File: src/rtl/lfsr.sv
// ============================================================================
// Module   : lfsr
// Brief    : Maximal-length Fibonacci LFSR pseudo-random source (default 9 bit,
//            x^9+x^5+1). Optional seed loading under macro LFSR_SEED_LOAD_EN.
// Revision : 1.0 - initial release
// ============================================================================
`default_nettype none

module lfsr #(
    parameter int               WIDTH = 9,
    parameter logic [WIDTH-1:0] TAPS  = 9'h110,
    parameter logic [WIDTH-1:0] SEED  = 9'h001
) (
    input  logic             clk,
    input  logic             reset,
    input  logic             enable,
`ifdef LFSR_SEED_LOAD_EN
    input  logic             seed_load,
    input  logic [WIDTH-1:0] seed_in,
`endif
    output logic [WIDTH-1:0] out
);

    localparam logic [WIDTH-1:0] c_ZERO = '0;

    logic [WIDTH-1:0] r_state;
    logic [WIDTH-1:0] w_step;
    logic [WIDTH-1:0] w_next;
    logic             w_fb;

    assign w_fb   = ^(r_state & TAPS);
    assign w_step = {r_state[WIDTH-2:0], w_fb};

    // An all-zero state is a fixed point of the XOR feedback, so any edge that
    // would otherwise keep it there restarts from SEED instead.
    always_comb begin
        w_next = r_state;
`ifdef LFSR_SEED_LOAD_EN
        if (seed_load) begin
            w_next = (seed_in == c_ZERO) ? SEED : seed_in;
        end else if (enable) begin
            w_next = (r_state == c_ZERO) ? SEED : w_step;
        end
`else
        if (enable) begin
            w_next = (r_state == c_ZERO) ? SEED : w_step;
        end
`endif
    end

    always_ff @(posedge clk or posedge reset) begin
        if (reset) begin
            r_state <= SEED;
        end else begin
            r_state <= w_next;
        end
    end

    assign out = r_state;

endmodule

`default_nettype wire

File: config.mk
export PLATFORM = sky130hd
export DESIGN_NAME = lfsr
export DESIGN_NICKNAME = d
export VERILOG_FILES = /design/src/rtl/lfsr.sv
export SDC_FILE = /design/constraint.sdc
export NUM_CORES = 1
export LEC_CHECK = 0
export ABC_AREA = 1
export CAP_MARGIN = 15
export CORE_AREA = 2 2 39 41
export CTS_CLUSTER_DIAMETER = 150
export DETAILED_ROUTE_END_ITERATION = 10
export DIE_AREA = 0 0 41 43
export DONT_BUFFER_PORTS = 1
export PLACE_DENSITY = 0.42
export SYNTH_ARGS = -nofsm -noshare
export SYNTH_HDL_FRONTEND = slang
export SYNTH_SLANG_ARGS = --single-unit
export TNS_END_PERCENT = 20
File: constraint.sdc
create_clock -name clk -period 0.9 [get_ports clk]
set_input_delay 0.18 -clock clk [delete_from_list [all_inputs] [get_ports clk]]
set_output_delay 0.18 -clock clk [all_outputs]
set_load 0.005 [all_outputs]
* Yosys cells after proc, flatten, opt, wreduce, memory -nomap -nowiden *
Cells that the tools add are included.

word-level totals
  logic and storage cells = 4
  flip-flop bits (word level) = 9
  input bits = 3

operators by class
  muxes and demuxes = 1
  reduce and logical (&&, ||, !) cells = 2

operators with widths
  kind              number
  $logic_not 9->1   1
  $mux 9            1
  $reduce_xor 9->1  1

* Depth between registers and ports, before layout *
  depth in word-level cells = 2
  depth in mapped cells = 5
  mapped depth without buffers = 5

* Worst setup path before layout *
No wires, ideal clock.

  kind = register to register
  from = reg r_state[0], in the netlist out[0]
  to = reg r_state[0], in the netlist out[0]
  path slack = 0.045 ns
  cell stages (with the launch flop) = 6
  buffers on the path = 0
  data required time = 0.824 ns
  arrival = 0.779 ns
  library setup time = 0.076 ns
  cell sequence = dfstp_2 > nor2_1 > nand3_1 > nor2_1 > nor2_1 > nor2_1

on the way
  cells in the longest elaborated chain, start to end = 2

RTL lines
  element                   RTL line  text
  start: declaration        26        logic [WIDTH-1:0] r_state;
  start signal: assignment  55        r_state <= w_next;
  $logic_not 9->1           46        w_next = (r_state == c_ZERO) ? SEED : w_step;
  $mux 9                    46

No other way between the ends.
A chain may end at the register's enable or synchronous reset.

* Final worst setup path *
  from = reg r_state[0], in the netlist out[0]
  to = out out[0]

RTL lines
  element           RTL line  text
  end: declaration  21        output logic [WIDTH-1:0] out

No word-level cell between the ends.

==> run_results.csv <==
group,metric,value,unit
outcome,status,"complete, but fails checks",
outcome,failed_checks,"negative setup slack",
timing,fin_setup_tns,-784.6,ps
worst_setup_path,critPathCaptureType,"output port",
detailed_routing,detail_route.wl_per_cell,10.82,um
timing,slew_headroom,77.13,%
cts,cts_tree,"done",
detailed_routing,drt_iter0_drc,5,
cts,cts.sinks,9,
worst_setup_path,crit_path_max_incr_delay,530,ps
timing,fin_skew,1.037,ps
power_and_ir_drop,peakVddDrop,1.137,mV
cells_and_area,area_growth,37.92,%
global_route,track_usage,11.19,%
cts,cts_buffers,3,
floorplanning,die_w,41,um
worst_setup_path,crit_path_cell_trace,"buf_6",
detailed_routing,drt-total-wl,779,um
power_and_ir_drop,p_leak,0.2757,nW
timing,drv_slew,0,
worst_setup_path,worstPathRequired,720,ps
global_route,grt_pass1_vias,309,
worst_setup_path,crit_path_max_fanout,3,
logic_synthesis,syn_area_per_cell,9.979,um2
global_route,antenna_found_initial,0,
floorplanning,die_y,43,um
cells_and_area,filler_cell_count,135,
logic_synthesis,synthCells,41,
worst_setup_path,cp-start-kind,"flop",
cts,htreeDepth,1,
floorplanning,num_io_pins,12,
timing,tightest_slew,342.7,ps
logic_synthesis,netlist_area,409.1,um2
logic_synthesis,synth_seq_cells,9,
logic_synthesis,syn_nets,44,
timing,fmax,0.9301,GHz
detailed_routing,dr.pass1.iters,4,
detailed_routing,antenna_left,0,
floorplanning,die-area,0.001763,mm2
timing,setup_viol,10,
floorplanning,core.rowCount,14,
logic_synthesis,ys_seq_area_share,55.35,%
floorplanning,initial_core_util,29.57,%
detailed_routing,vias_per_cell,4.528,
min_path,hold_path_class,"in2reg",
logic_synthesis,ys_types,11,
placement,gp_congestion,0.6679,
cts,clk_latency,260,ps
worst_setup_path,crit_type,"reg2out",
placement,dp_hpwl,540.2,um
timing,worst_slack,-175.1,ps
cells_and_area,fin_nets,60,
timing,report.final.hold_viol_count,0,
placement,dpl_worst_slack,11.88,ps
cells_and_area,multiInputGateArea,137.6,um2
cts,clockBufferDepth,2,
global_route,gr-total-overflow,0,
global_route,grt_max_degree,16,
logic_synthesis,yosysWarnings,0,
cells_and_area,largest_register_ffs,9,
job,cap_violations,0,
worst_setup_path,path_buf_inv,1,
detailed_routing,drc,0,
placement,portBuffers,0,
detailed_routing,num_vias,326,
global_route,grt_pass1_wl,1242,um
timing,period_minus_slack,1075,ps
cts,root_buffer,"clkbuf_4",
cells_and_area,antenna_cells,0,
floorplanning,core,0.001384,mm2
worst_setup_path,crit_slowest_cell,"dfstp_2",
power_and_ir_drop,p_per_area,2619,mW/mm2
worst_setup_path,cp_data_arrival_time,900,ps
timing,period_share,119.5,%
cts,clk_transition_reported_paths,60,ps
cells_and_area,register_area,226.5,um2
worst_setup_path,critPathTopFamily,"flip-flops",
timing,rsz0062_at_grt,"true",
cells_and_area,drive_gt1_share,30.36,%
## logic make-up (layout without fill, tap and decap cells)
| family | after synthesis | after routing | synth area share (%) |
|---|---|---|---|
| buffers and inverters | 7 | 22 | 11.01 |
| muxes | 3 | 3 | 11.01 |
| AOI/OAI and AO/OA | 5 | 5 | 6.115 |
| DFF | 9 | 9 | 55.35 |
| and+or+nand+nor | 17 | 17 | 16.51 |
## cell usage after synthesis (all sizes together)
cell type / n / area share [%]
a21oi: 1 / 1.2
buf: 2 / 6.4
dfrtp: 8 / 49
dfstp: 1 / 6.4
inv: 5 / 4.6
mux2: 3 / 11
nand2: 6 / 5.5
nand3: 3 / 3.7
nor2: 8 / 7.3
o21ai: 4 / 4.9
## placed cells by master, fill, tap and decap left out, types with 2 or more instances in the layout
master	Yosys	layout
nor2_1	8	8
dlygate4sd3_1	0	3
inv_1	5	5
nand2_1	6	6
buf_6	1	8
clkbuf_4	0	3
o21ai_1	4	4
buf_4	0	2
dfrtp_1	8	8
nand3_1	3	3
mux2_4	3	3
## final timing paths
check	start	endpoint	slack, ps	cells after the start
max in group asynchronous	reset	out[0]	290	2
worst min-delay path	enable	out[7]	7	1
worst max-delay path	out[0]	out[0]	-180	1
worst max register to register	out[1]	out[1]	-30	2
worst min register to register	out[3]	out[4]	560	2
min in group asynchronous	reset	out[2]	320	2
## per-layer routing
metal | wire, um | global-route usage (%) | part of all wire, %
met2 | 335 | 14.37 | 43
met3 | 92 | 6.283 | 12
met5 | 0 | 0 | 0
met4 | 25 | 8.000 | 3.2
met1 | 326 | 13.42 | 42
## where the power goes
part	internal (mW)	total, mW	switching, mW
Sequential	0.530	0.645	0.115
Clock	0.171	0.312	0.141
Combinational	0.344	0.520	0.176
Total	1.05	1.48	0.432
## layout make-up
class                   count  area share (%)
flip-flops and latches      9           40.13
repair buffers             13           23.95
clock buffers               4           4.656
inverters                   5           3.326
multi-input cells          25           24.39
well taps                  16           3.548
## timing repair
| action | CTS | global route |
|---|---|---|
| resized for setup | 8 | 0 |
| hold buffers | 2 | 1 |
| endpoints found under the hold margin | 9 | 2 |
| endpoints found under the setup margin | 10 | 11 |
| pin swaps | 2 | 0 |
| buffers inserted | 1 | 0 |
## through the flow
| stage | instances | area (um2) | hold slack (ps) | utilization, % | power, mW |
|---|---|---|---|---|---|
| 5_1_grt | 72 | 564.3 | 1.967 | 40.78 | 1.586 |
| 3_3_place_gp | 64 | 470.5 | 43.25 | 34.00 | 1.059 |
| 6_report | 72 | 564.3 | 6.977 | 40.78 | 1.478 |
| 3_5_place_dp | 64 | 470.5 | 51.28 | 34.00 | 1.065 |
| 2_1_floorplan | 41 | 409.1 | 7.202 | - | 0.8587 |
| 4_1_cts | 71 | 554.3 | 1.598 | 40.05 | 1.489 |
(Power assumes the default switching activity.)
